File: src/rtl/mem_port_arbiter_pkg.sv
// Shared encodings for the byte-wide memory port arbiter: access sizes, FSM states
// and the IO address window.
package mem_port_arbiter_pkg;

  localparam logic TRUE  = 1'b1;
  localparam logic FALSE = 1'b0;

  localparam logic [1:0] SZ_BYTE = 2'd0;
  localparam logic [1:0] SZ_HALF = 2'd1;
  localparam logic [1:0] SZ_WORD = 2'd2;

  localparam logic [1:0] ST_IDLE    = 2'd0;
  localparam logic [1:0] ST_READ    = 2'd1;
  localparam logic [1:0] ST_WRITE   = 2'd2;
  localparam logic [1:0] ST_IO_WAIT = 2'd3;

  // Address bits that select the uart window.
  localparam logic [31:0] IO_MASK = 32'h0003_0000;

  // Index of the final byte of an access of the given size.
  function automatic logic [1:0] last_idx(input logic [1:0] size);
    case (size)
      SZ_BYTE: return 2'd0;
      SZ_HALF: return 2'd1;
      default: return 2'd3;
    endcase
  endfunction

endpackage

File: src/rtl/mem_port_arbiter_packer.sv
// Byte-lane helper: address of byte idx, store byte to shift out, and the read
// buffer with the incoming byte merged into lane idx.
module mem_byte_packer #(
  parameter int ADDR_W = 32,
  parameter int DATA_W = 32
) (
  input  logic [ADDR_W-1:0] base,
  input  logic [1:0]        idx,
  input  logic [DATA_W-1:0] wdata,
  input  logic [DATA_W-1:0] rbuf,
  input  logic [7:0]        din,
  output logic [ADDR_W-1:0] byte_addr,
  output logic [7:0]        wbyte,
  output logic [DATA_W-1:0] merged
);
  logic [4:0] sh;

  assign sh        = {idx, 3'b000};
  assign byte_addr = base + ADDR_W'(idx);
  assign wbyte     = wdata[sh +: 8];
  assign merged    = rbuf | (DATA_W'(din) << sh);

endmodule

File: src/rtl/mem_port_arbiter.sv
// Shares one byte-wide RAM/IO port between instruction fetch, loads and the
// committed-store drain; each access runs as a series of single-byte port cycles.
module mem_port_arbiter
  import mem_port_arbiter_pkg::*;
#(
  parameter int          ADDR_W  = 32,
  parameter int          DATA_W  = 32,
  parameter logic [31:0] IO_BASE = 32'h30000
) (
  input  logic              clk,
  input  logic              rst,
  input  logic              rdy,
  input  logic [7:0]        mem_din,
  output logic [7:0]        mem_dout,
  output logic [ADDR_W-1:0] mem_a,
  output logic              mem_wr,
  input  logic              io_buffer_full,
  input  logic              flush,
  input  logic              fetch_req,
  input  logic [ADDR_W-1:0] fetch_addr,
  output logic              fetch_done,
  output logic [DATA_W-1:0] fetch_data,
  input  logic              load_req,
  input  logic [ADDR_W-1:0] load_addr,
  input  logic [1:0]        load_size,
  output logic              load_done,
  output logic [DATA_W-1:0] load_data,
  input  logic              store_req,
  input  logic [ADDR_W-1:0] store_addr,
  input  logic [1:0]        store_size,
  input  logic [DATA_W-1:0] store_data,
  output logic              store_done
);
  logic [1:0]        state, cnt, last, idx;
  logic [ADDR_W-1:0] base, byte_addr;
  logic [DATA_W-1:0] wdata, rbuf, merged;
  logic [7:0]        wbyte;
  logic              src_load, wr_q;
  logic              gnt_store, gnt_load, gnt_fetch;

  function automatic logic is_io(input logic [ADDR_W-1:0] a);
    return (a & ADDR_W'(IO_MASK)) == ADDR_W'(IO_BASE);
  endfunction

  // A requester whose done is still pulsing is masked, so the port gets one idle cycle.
  always_comb begin
    gnt_store = store_req && !store_done;
    gnt_load  = !gnt_store && load_req && !load_done && !flush;
    gnt_fetch = !gnt_store && !gnt_load && fetch_req && !fetch_done && !flush;
  end

  // Normal writes put byte 0 out at grant, so the FSM steps to the next lane.
  assign idx    = (state == ST_WRITE) ? cnt + 2'd1 : cnt;
  assign mem_wr = wr_q & rdy;

  mem_byte_packer #(.ADDR_W(ADDR_W), .DATA_W(DATA_W)) u_packer (
    .base(base), .idx(idx), .wdata(wdata), .rbuf(rbuf), .din(mem_din),
    .byte_addr(byte_addr), .wbyte(wbyte), .merged(merged)
  );

  always_ff @(posedge clk or posedge rst) begin
    if (rst) begin
      state      <= ST_IDLE;
      cnt        <= '0;
      last       <= '0;
      base       <= '0;
      wdata      <= '0;
      rbuf       <= '0;
      src_load   <= FALSE;
      wr_q       <= FALSE;
      mem_a      <= '0;
      mem_dout   <= '0;
      fetch_done <= FALSE;
      load_done  <= FALSE;
      store_done <= FALSE;
      fetch_data <= '0;
      load_data  <= '0;
    end else if (rdy) begin
      fetch_done <= FALSE;
      load_done  <= FALSE;
      store_done <= FALSE;
      case (state)
        ST_IDLE: begin
          wr_q <= FALSE;
          cnt  <= '0;
          if (gnt_store) begin
            base  <= store_addr;
            wdata <= store_data;
            last  <= last_idx(store_size);
            if (is_io(store_addr)) begin
              state <= ST_IO_WAIT;
            end else begin
              state    <= ST_WRITE;
              wr_q     <= TRUE;
              mem_a    <= store_addr;
              mem_dout <= store_data[7:0];
            end
          end else if (gnt_load || gnt_fetch) begin
            state    <= ST_READ;
            src_load <= gnt_load;
            rbuf     <= '0;
            base     <= gnt_load ? load_addr : fetch_addr;
            mem_a    <= gnt_load ? load_addr : fetch_addr;
            last     <= gnt_load ? last_idx(load_size) : 2'd3;
          end
        end
        ST_READ: begin
          if (flush) begin
            state <= ST_IDLE;
          end else if (cnt == last) begin
            state <= ST_IDLE;
            if (src_load) begin
              load_done <= TRUE;
              load_data <= merged;
            end else begin
              fetch_done <= TRUE;
              fetch_data <= merged;
            end
          end else begin
            rbuf  <= merged;
            cnt   <= cnt + 2'd1;
            mem_a <= byte_addr + ADDR_W'(1);
          end
        end
        ST_WRITE: begin
          if (cnt == last) begin
            wr_q       <= FALSE;
            store_done <= TRUE;
            state      <= ST_IDLE;
          end else begin
            cnt      <= cnt + 2'd1;
            mem_a    <= byte_addr;
            mem_dout <= wbyte;
          end
        end
        ST_IO_WAIT: begin
          // The uart full flag lags one cycle, so every IO write is followed by a gap.
          if (wr_q) begin
            wr_q <= FALSE;
            if (cnt == last) begin
              store_done <= TRUE;
              state      <= ST_IDLE;
            end else begin
              cnt <= cnt + 2'd1;
            end
          end else if (!io_buffer_full) begin
            wr_q     <= TRUE;
            mem_a    <= byte_addr;
            mem_dout <= wbyte;
          end
        end
        default: state <= ST_IDLE;
      endcase
    end
  end

endmodule

File: config.mk
export PLATFORM = sky130hd
export DESIGN_NAME = mem_port_arbiter
export DESIGN_NICKNAME = d
export VERILOG_FILES = /design/src/rtl/mem_port_arbiter_pkg.sv /design/src/rtl/mem_port_arbiter_packer.sv /design/src/rtl/mem_port_arbiter.sv
export SDC_FILE = /design/constraint.sdc
export NUM_CORES = 1
export LEC_CHECK = 0
export ABC_AREA = 1
export BUFFER_PORTS_ARGS = -buffer_cell sky130_fd_sc_hd__buf_2
export CAP_MARGIN = 10
export CORE_UTILIZATION = 40
export CTS_CLUSTER_DIAMETER = 60
export DETAILED_ROUTE_END_ITERATION = 10
export GPL_TIMING_DRIVEN = 0
export PLACE_DENSITY = 0.66
export SETUP_SLACK_MARGIN = 0.2
export SYNTH_ARGS = -nofsm -noshare
export SYNTH_HDL_FRONTEND = slang
export SYNTH_HIERARCHICAL = 1
export SYNTH_SLANG_ARGS = --single-unit
File: constraint.sdc
create_clock -name clk -period 9 [get_ports clk]
set_input_delay 0 -clock clk [delete_from_list [all_inputs] [get_ports clk]]
set_output_delay 0 -clock clk [all_outputs]
set_load 0.01 [all_outputs]
## Yosys cells after proc, flatten, opt, wreduce, memory -nomap -nowiden

Cells that the tools add are included.

- Bits in registers: 211
- Bits in latches: 0
- Bits in writable memories: 0
- Memory bits (read-only): 0
- Bits of input ports: 148
- Word-level logic and storage cells: 133
- Memories: 0

- Add/sub/neg operators: 3
- Multiply operators: 0
- Divide/modulo/power cells: 0
- Order comparisons: 0
- Equality and inequality tests: 20
- Shift operators: 2
- Muxes and demuxes: 56
- Bitwise logic cells: 5
- Reduce and logical (&&, ||, !) cells: 32

Operator list:

| kind | number |
|---|---|
| 32-bit 2-to-1 mux | 14 |
| 32-bit one-hot mux with 4 select lines | 1 |
| 32-bit one-hot mux with 2 select lines | 1 |
| 8-bit 2-to-1 mux | 5 |
| 32-bit by 1-bit adder with 32-bit output (second input constant) | 1 |
| 32-bit by 2-bit adder with 32-bit output | 1 |
| 32-bit OR | 1 |
| 32-bit by 6-bit indexed part select with 8-bit output | 1 |
| 8-bit by 5-bit << shifter with 32-bit output | 1 |
| 2-bit 2-to-1 mux | 12 |
| 8-bit one-hot mux with 3 select lines | 1 |
| 2-bit inequality test (second input constant) | 10 |
| 1-bit 2-to-1 mux | 16 |
| 2-bit one-hot mux with 4 select lines | 2 |
| 3-bit AND reduction | 5 |
| 5-bit AND reduction | 2 |
| 1-bit logical AND | 8 |
| 2-bit one-hot mux with 2 select lines | 2 |
| 8-bit AND reduction | 1 |
| 7-bit AND reduction | 1 |
| 2-bit by 1-bit equality test with 1-bit output (second input constant) | 3 |
| 2-bit equality test (second input constant) | 3 |
| 1-bit logical NOT | 6 |
| 2-bit logical NOT | 3 |
| 13 further kinds | 17 |

## Depth between registers and ports, before layout

Gate-level depths: netlist of the first run.

- Depth in word-level cells: 15
- Depth in mapped cells: 22
- Gate-level depth less buffers: 21

## Modules after synthesis

The synthesis of the first run kept the hierarchy.

Modules (own cells, without submodules):

| module | times used | cells each | area each (um^2) | seq. area each (um^2) |
|---|---|---|---|---|
| mem_port_arbiter | 1 | 1,362 | 10,491.3 | 5,280.1 |
| mem_byte_packer | 1 | 303 | 1,546.5 | 0.0 |

## Worst setup path after synthesis of the first run

Ideal clock, no wire load.

- Path type: register to register
- Start: register state[1]
- End: register mem_a[25]
- Arrival: 3.543 ns
- Setup slack: 5.341 ns
- Cell stages (with the launch flop): 20
- Path buffers: 1
- Clock period less this slack: 3.659 ns
- Path through: dfrtp_1 inv_2 nor2_1 o21ai_0 inv_1 buf_1 fa_1 nor2_8 nand2_4 nor2_4 xor2_1 nand2_1 nor2_1 inv_1 nor2_2 nand3_1 nand2_1 nand3_1 nand2_1 nand2_1

- Longest elaborated chain between the ends: 7

Ends and longest elaborated chain:

| element | line | source |
|---|---|---|
| start, declared | mem_port_arbiter.sv:34 | `logic [1:0] state, cnt, last, idx;` |
| start signal, assigned | mem_port_arbiter.sv:63 | `state <= ST_IDLE;` |
| start signal, assigned | mem_port_arbiter.sv:91 | `state <= ST_IO_WAIT;` |
| start signal, assigned | mem_port_arbiter.sv:93 | `state <= ST_WRITE;` |
| 2-bit equality test | mem_port_arbiter.sv:53 | `assign idx = (state == ST_WRITE) ? cnt + 2'd1 : cnt;` |
| 2-bit 2-to-1 mux | mem_port_arbiter.sv:53 |  |
| named net idx[1] | mem_port_arbiter.sv:34 |  |
| 32-bit by 2-bit adder with 32-bit output | mem_port_arbiter_packer.sv:19 | `assign byte_addr = base + ADDR_W'(idx);` |
| named net byte_addr[12] | mem_port_arbiter.sv:35 | `logic [ADDR_W-1:0] base, byte_addr;` |
| 32-bit by 1-bit adder with 32-bit output | mem_port_arbiter.sv:122 | `mem_a <= byte_addr + ADDR_W'(1);` |
| 32-bit 2-to-1 mux | mem_port_arbiter.sv:110 | `end else if (cnt == last) begin` |
| 32-bit 2-to-1 mux | mem_port_arbiter.sv:108 | `if (flush) begin` |
| 32-bit one-hot mux with 4 select lines | mem_port_arbiter.sv:82 | `case (state)` |
| end signal, assigned | mem_port_arbiter.sv:95 | `mem_a <= store_addr;` |
| end signal, assigned | mem_port_arbiter.sv:122 |  |
| end signal, assigned | mem_port_arbiter.sv:132 | `mem_a <= byte_addr;` |
| end, declared | mem_port_arbiter.sv:15 | `output logic [ADDR_W-1:0] mem_a,` |

The timed path passes the listed nets, and every way through them passes these cells. The select of a mux whose other input is x is not followed.
A chain may end at the register's enable or synchronous reset.

## Worst setup path in the final report of the first run

- Start: register state[1]
- End: register mem_a[15]

The elaborated chain is that of the path after synthesis.

==> results of run 1 <==
-- synth_stat cells, types with 9 or more instances --
master / n / area, sq um
a21oi_1: 12 / 60.1
inv_1: 155 / 582
o21bai_1: 32 / 240
mux2_2: 24 / 270
nand2_1: 620 / 2330
nor2_2: 9 / 56.3
nand4_1: 18 / 113
xnor2_1: 9 / 78.8
nor2_1: 106 / 398
nand3b_1: 23 / 173
or2_2: 9 / 56.3
dfrtp_1: 211 / 5280
nand3_1: 158 / 791
o21ai_0: 122 / 611
o22ai_1: 9 / 56.3
o211ai_1: 18 / 135
clkbuf_1: 31 / 116
buf_2: 33 / 165
-- stage by stage --
step	utilization [%]	hold slack (ps)	setup slack, ps	total power (W)
finish	54.7	10.6	3620	0.00511
global placement	46.6	232	772	0.00380
detailed placement	46.7	225	3750	0.00385
global route	54.7	64.1	3350	0.00548
CTS	54.7	1.25	3770	0.00509
floorplan	-	150	3230	0.00303
-- state kept, by name, indices dropped and copies added, names as in the netlist, 2 cells and up --
signal,flops
wdata,32
cnt,2
fetch_data,32
rbuf,32
load_data,32
mem_dout,8
state,2
last,2
base,32
mem_a,32
-- cell type report --
| class | count | area share, % |
|---|---|---|
| Antenna cell | 1 | 0.0154 |
| Tap cell | 390 | 3.01 |
| Clock inverter | 11 | 1.04 |
| Sequential cell | 211 | 32.6 |
| Clock buffer | 36 | 4.81 |
| Multi-Input combinational cell | 1217 | 35.7 |
| Buffer | 75 | 2.19 |
| Timing Repair Buffer | 398 | 16.8 |
| Inverter | 162 | 3.80 |
-- metal layers --
metal	wire length [microns]	GRT usage [%]	share of wire [%]
met5	10	0	0.023
met4	1240	8.51	2.9
met2	19100	44.4	44
met1	18900	38.8	44
met3	3750	4.83	8.7
-- where the power goes --
| part | leakage (nW) | switching (W) | internal [W] | total (W) |
|---|---|---|---|---|
| Clock | 0.472 | 0.000419 | 0.000719 | 0.00114 |
| Sequential | 2.74 | 0.000253 | 0.00130 | 0.00155 |
| Combinational | 5.15 | 0.00158 | 0.000846 | 0.00242 |
| Total | 8.37 | 0.00225 | 0.00286 | 0.00511 |
-- kinds of logic (layout without fill, tap and decap cells) --
| family | after synthesis | after routing |
|---|---|---|
| simple gates | 964 | 964 |
| buf+inv | 237 | 682 |
| flops | 211 | 211 |
| compound gates | 207 | 207 |
| mux | 24 | 24 |
| xor+xnor | 18 | 18 |
| fa+ha+maj | 4 | 4 |
| other cells | 0 | 1 |
-- worst paths after layout --
| kind | startpoint | end | slack (ps) | depth (start not counted) |
|---|---|---|---|---|
| worst max-delay path | state[1] | mem_a[15] | 3620 | 19 |
| worst min-delay path | load_addr[1] | mem_a[1] | 10 | 7 |
| worst max register to register | state[1] | mem_a[15] | 3620 | 19 |
| worst min register to register | rbuf[7] | rbuf[7] | 480 | 2 |
| max in group asynchronous | rst | wdata[4] | 7850 | 4 |
| min in group asynchronous | rst | fetch_data[30] | 180 | 3 |
-- worst max-delay path, cell delays in order (launching register included) --
cell and delay [ps]:
dfrtp_1 400, inv_2 100, nor2_1 100, o21ai_0 890
inv_1 340, buf_1 450, fa_1 690, nor2_8 220
nand2_4 110, nor2_4 160, xor2_1 340, nand2_1 120
nor2_1 360, inv_1 100, nor2_2 420, nand2_1 90
nand2_1 80, nand3_1 80, nand3_1 130, nand2_1 70
-- what timing repair did --
| action | CTS | global route |
|---|---|---|
| hold buffers | 142 | 0 |
| setup buffers | 0 | 0 |
| endpoints found under the hold margin | 275 | 0 |
==> key figures, run 1 <==
Status
  • Status: finished, final reports clean

Flow run
  • Max-cap check violation count: 0

Critical path
  • Worst-path fanout max: 10
  • Worst EP arrival: roughly 5800 ps
  • Crit start category: register
  • Critical path capture point type: register
  • Req. time, crit path: ~9400 ps
  • Worst Path Class, Setup: reg2reg

Global routing
  • First-pass GRT wire length: around 67,000 microns
  • GRT Overall Usage: ~28%
  • Initial antenna violation count: 3
  • Vias in the first global route: about 13,000
  • GR Overflow Total: 0
  • Largest net degree at the start of global routing: about 110

Final layout
  • Layout area overhead: 34.7%
  • Most common cell after layout, fill and taps aside: nand2_1
  • Multi-input combinational cell area: a little under 6000 sq um
  • Storage element area: 5280 sq um
  • Fillcell total: about 2,900
  • Fraction of layout cells with a size suffix above 1: 19.3%
  • Final net count: 2,243
  • Most frequent cells in the layout: nand2_1 (620), buf_2 (288), dfrtp_1 (211), nand3_1 (158), inv_1 (154)
  • Non-Filler Instances: 2,501
  • Design area: 16,200 sq um

Power and ir drop
  • Leakage: between 8 and 9 nW
  • Peak VDD IR: 0.000188 V
  • Pwr Density: approximately 320 nW/um^2

Yosys
  • Library cells used by synthesis: 40
  • Proportion of synthesized area in mux cells: about 2.2%
  • Largest family of logic cells by synthesized area: simple AND/OR/NAND/NOR gates
  • #FFs+latches synth: between 200 and 250
  • Post-Synth Adder-Cell Area: 0.478%
  • Seq/Total Area, Yosys: 43.9%
  • Gate count of the mapped netlist: about 1,700
  • Synth Area in Simple Gates: about a third
  • Primary FF master, synth: dfrtp_1
  • Yosys warnings: 6
  • Asr flop ratio synth: 100%
  • Mapped Nets: between 1,500 and 2,000
  • EDFF count, synth: 0
  • Post-Synth XOR/XNOR Area: between 1 and 1.5%
  • Compound-Gate Fraction of Synth Area: around 9.9%
  • Syn Area/Cell: just over 7 sq um
  • Synthesized cell area: about 12,000 sq um

Route
  • Vias per cell: around 5.2
  • Routed Antenna Nets: 0
  • Drt wl/cell: ~17 microns
  • 1st-iter DRT viols: 1,016
  • Total number of vias: 13,000
  • DR DRC count: 0
  • WL final: 43,000 microns
  • Router iterations before antenna repair: 6

Clock network
  • Worst-path clk slew: about 60 ps
  • CTS tree: done
  • Root buffer cell: clkbuf_16
  • H-tree level count: 1
  • Post-cts gate resize count: 0
  • Clk buf depth: 3
  • Clk sinks: roughly 210
  • Worst-Skew Late Latency: approximately 530 ps
  • CTS buffer count: 26

Floorplanning
  • Core Area: ~30,000 sq um
  • Vert. Die Dim: about 180 microns
  • Die area: just over 30,000 sq um
  • Die Wd: around 180 microns
  • FP Rows: 63
  • Top Ports: 256
  • Initial Util: 40.6%

STA
  • Min Tclk post-route: around 5400 ps
  • Final setup fails: 0
  • Slew at the pin closest to its max-slew limit: between 1000 and 1500 ps
  • Worst Skew: approximately 16 ps
  • Fin crit share: around three fifths
  • Max-slew violation count: 0
  • Endpoints failing hold: 0
  • Fmax: around 190 MHz
  • RSZ-0062 raised after global routing: false
  • Slew Limit Headroom: between 20% and 30%
  • Setup TNS: 0 ps

Placement
  • # port buffers: 255
  • Dpl hpwl: a little over 30,000 microns
  • GPL Wtd Cong: 0.965
  • Dpl cell area: 13,800 sq um
  • Post-Place Cells: around 2,300

Hold path
  • Worst hold path type: in2reg
Note: power is estimated with default switching activity, not from simulation.
==> inputs of run 2 (changes only) <==
- ABC_AREA: 1 -> 0
- clock period: 9 -> 5 ns (I/O delays scaled with it)
==> run 2 against run 1 <==
Effect of this change:
- critical endpoint is now mem_a[17]
- synthesized cell count fell by 36%
- non-clock buffer count is 26 lower
- synthesized area shrank 8.2%
- routed wire length is 22% lower
- worst setup slack worse by 3100 ps
- final area is 7.6% lower
- largest cell class unchanged
- clock power rose by 57%
==> key figures, run 2 <==
Global routing
  • Met2 usage: 42.7% (-1.7 points)
  • Initial antenna violation count: 0 (-3)
  • GRT Overall Usage: 23.7% (-4.3 points)
  • Met1 Usage GRT: 29.0% (-9.8 points)
  • GR Overflow Total: 0 (unchanged)
  • Top Usage Layer GRT: met2
  • Met3 usage: 4.44% (-0.38 points)
  • First-pass GRT wire length: 53,100 microns (-21%)
  • Vias in the first global route: 9,979 (-21%)
  • Largest net degree at the start of global routing: 43 (-62%)

Floorplanning
  • Core Area: 27,000 sq um (-8.8%)
  • FP Rows: 60 (-4.8%)
  • Initial Util: 40.9% (+0.28 points)
  • Die Wd: 168 microns (-4.1%)
  • Vert. Die Dim: 168 microns (-4.1%)
  • Top Ports: 256 (unchanged)
  • Die area: 28,300 sq um (-8.1%)

Clock network
  • Clk sinks: 211 (unchanged)
  • CTS buffer count: 25 (-3.8%)
  • Clk buf depth: 3 (unchanged)
  • Worst-Skew Late Latency: 530 ps (about the same)
  • CTS tree: done
  • H-tree level count: 1 (unchanged)
  • Worst-path clk slew: 60 ps (about the same)
  • Root buffer cell: clkbuf_16

STA
  • RSZ-0062 raised after global routing: false
  • Final setup fails: 0 (unchanged)
  • Min Tclk post-route: 4520 ps (-863 ps)
  • Endpoints failing hold: 0 (unchanged)
  • Worst Skew: 17.1 ps (+0.637 ps)
  • Setup ws final: 482 ps (-3140 ps)
  • Fin crit share: 90.4% (+31 points)
  • Slew Limit Headroom: 50.3% (+26 points)
  • Fmax: 221 MHz (+19%)
  • Slew at the pin closest to its max-slew limit: 746 ps (-379 ps)
  • Setup TNS: 0 ps (unchanged)
  • Max-slew violation count: 0 (unchanged)

Yosys
  • #FFs+latches synth: 211 (unchanged)
  • Main area contributors after synthesis: dfrtp_1 (48%), mux2_2 (8.4%), nand2_1 (5.4%)
  • Top cell type's share of synthesized area: 47.8% (+3.9 points)
  • Gate count of the mapped netlist: 1,066 (-36%)
  • Seq/Total Area, Yosys: 47.8% (+3.9 points)
  • Top cells by instance count after synthesis: dfrtp_1 (211), nand2_1 (159), o21ai_0 (83)
  • Cell taking the most area after synthesis: dfrtp_1
  • Yosys warnings: 6 (unchanged)
  • Synthesized cell area: 11,100 sq um (-8.2%)
  • Count leader, synth: dfrtp_1
  • Syn Area/Cell: 10.4 sq um (+43%)
  • Mapped Nets: 1,218 (-33%)
  • Primary FF master, synth: dfrtp_1
  • Library cells used by synthesis: 70 (+75%)
  • Asr flop ratio synth: 100% (unchanged)
  • EDFF count, synth: 0 (unchanged)

Critical path
  • Worst Path Class, Setup: reg2reg
  • Critical path capture point type: register
  • Flop2flop setup slack: 480 ps (-3140 ps)
  • Req. time, crit path: 5460 ps (-3950 ps)
  • Worst path slowest cell: or4_4
  • CP peak stage delay: 620 ps (-270 ps)
  • Worst-path fanout max: 10 (unchanged)
  • Worst EP arrival: 4970 ps (-820 ps)
  • Crit start category: register
  • Ordered cell list for the critical path: buf_4 -> buf_4 -> buf_6 -> nand3b_1 -> xnor2_2 -> buf_6 -> inv_1 -> fa_2 -> nor4_4 -> nand4_1 -> xnor2_2 -> nand4_1 -> or4_4 -> nor3_2 -> xor2_1 -> a21oi_1 -> o21ai_1

Power and ir drop
  • Leakage: 7.38 nW (-12%)
  • P_sw: 0.00331 W (+47%)
  • Pwr Density: 558 nW/um^2 (+77%)
  • Switching Share: 39.7% (-4.4 points)
  • Total internal power: 0.00504 W (+76%)
  • Sequential power share: 33.0% (+2.7 points)
  • Peak VDD IR: 0.000376 V (+100%)
  • Clock network power share: 21.5% (-0.7 points)
  • Combinational group share of total power: 45.5% (-1.9 points)

Final layout
  • Most frequent cells in the layout: buf_2 (268), dfrtp_1 (210), nand2_1 (159), dlygate4sd3_1 (114), o21ai_0 (83)
  • Antenna cell count: 0 (-1)
  • Design area: 15,000 sq um (-7.6%)
  • Fraction of layout cells with a size suffix above 1: 30.7% (+11 points)
  • Layout area overhead: 35.4%
  • Final net count: 1,628 (-27%)
  • Most common cell after layout, fill and taps aside: buf_2
  • Post-layout util: 55.4% (+0.70 points)

Placement
  • DP Worst Slack: -1020 ps (-4770 ps)
  • Dpl hpwl: 24,100 microns (-22%)
  • GPL Wtd Cong: 0.928 (-3.9%)
  • Dpl cell area: 12,900 sq um (-7.0%)
  • # port buffers: 254 (-0.39%)

Hold path
  • Worst hold path type: in2reg

Route
  • WL final: 33,600 microns (-22%)
  • Drt wl/cell: 18.3 microns (+6.5%)
  • Total number of vias: 9,643 (-26%)
  • Routed Antenna Nets: 0 (unchanged)
  • Router iterations before antenna repair: 5 (-1)
  • 1st-iter DRT viols: 533 (-48%)
  • DR DRC count: 0 (unchanged)
  • Vias per cell: 5.26 (+1.4%)

Status
  • Status: finished, final reports clean

Flow run
  • Max-cap check violation count: 0 (unchanged)
[run 2: cell families (layout without fill, tap and decap cells)]
| logic type | after synthesis | count (layout) | share of synthesized area (%) |
|---|---|---|---|
| multiplexers | 161 | 161 | 16.8 |
| buffers and inverters | 77 | 504 | 3.02 |
| XOR/XNOR | 60 | 60 | 4.99 |
| AND/OR/NAND/NOR | 334 | 334 | 15.3 |
| flip-flops | 211 | 211 | 47.8 |
| adder cells (fa/ha/maj) | 4 | 4 | 0.521 |
| AO/OA/AOI/OAI | 219 | 219 | 11.6 |
[run 2: path summary, 6_finish.rpt]
kind	start	end	cells after the start
setup reg to reg	state[1]	mem_a[17]	17
setup / recovery	state[1]	mem_a[17]	17
min in group asynchronous	rst	fetch_data[1]	4
max in group asynchronous	rst	mem_a[30]	8
hold / removal	fetch_addr[31]	base[31]	5
hold reg to reg	mem_a[5]	mem_a[5]	1
[run 2: routing by layer]
layer,vias up,part of all wire (%)
met5,-,0
met4,0,2.2
met3,45,6.1
met2,306,50
met1,4721,42
li1,4571,-
[run 2: timing repair]
| action | CTS | global route |
|---|---|---|
| gates resized for setup | 12 | 9 |
| pin swaps | 3 | 7 |
| buffers inserted | 4 | 5 |
| endpoints found under the hold margin | 307 | 0 |
| hold buffers | 114 | 0 |
| setup endpoints to repair | 29 | 20 |
[run 2: critical path, delay by kind of cell, from the launching register on]
kind	cells	cell delay, ps
simple gates	6	1710
buf+inv	5	830
xor+xnor	3	760
flops	1	420
fa+ha+maj	1	420
compound gates	2	280
[run 2: cell type report]
type / instances / area, sq um
Clock inverter: 10 / 104
Multi-Input combinational cell: 778 / 5490
Buffer: 64 / 307
Tap cell: 341 / 427
Fill cell: 2313 / 12100
Timing Repair Buffer: 383 / 2600
Inverter: 13 / 52.6
Sequential cell: 211 / 5280
Clock buffer: 34 / 709
[run 2: per-stage QoR]
step	total power, W	cells	hold WS (ps)
CTS	0.00834	1829	8.69
floorplan	0.00514	1066	151
finish	0.00836	1834	13.4
detailed placement	0.00632	1667	-100
global route	0.00891	1834	61.9
global placement	0.00623	1661	234
[run 2: power by group through the flow]
stage | clock network (W) | logic (W) | registers, W
4_1_cts | 0.00184 | 0.00376 | 0.00274
3_3_place_gp | 0 | 0.00348 | 0.00274
2_1_floorplan | 0 | 0.00233 | 0.00281
5_1_grt | 0.00191 | 0.00418 | 0.00283
3_5_place_dp | 0 | 0.00356 | 0.00276
6_report | 0.00179 | 0.00381 | 0.00276
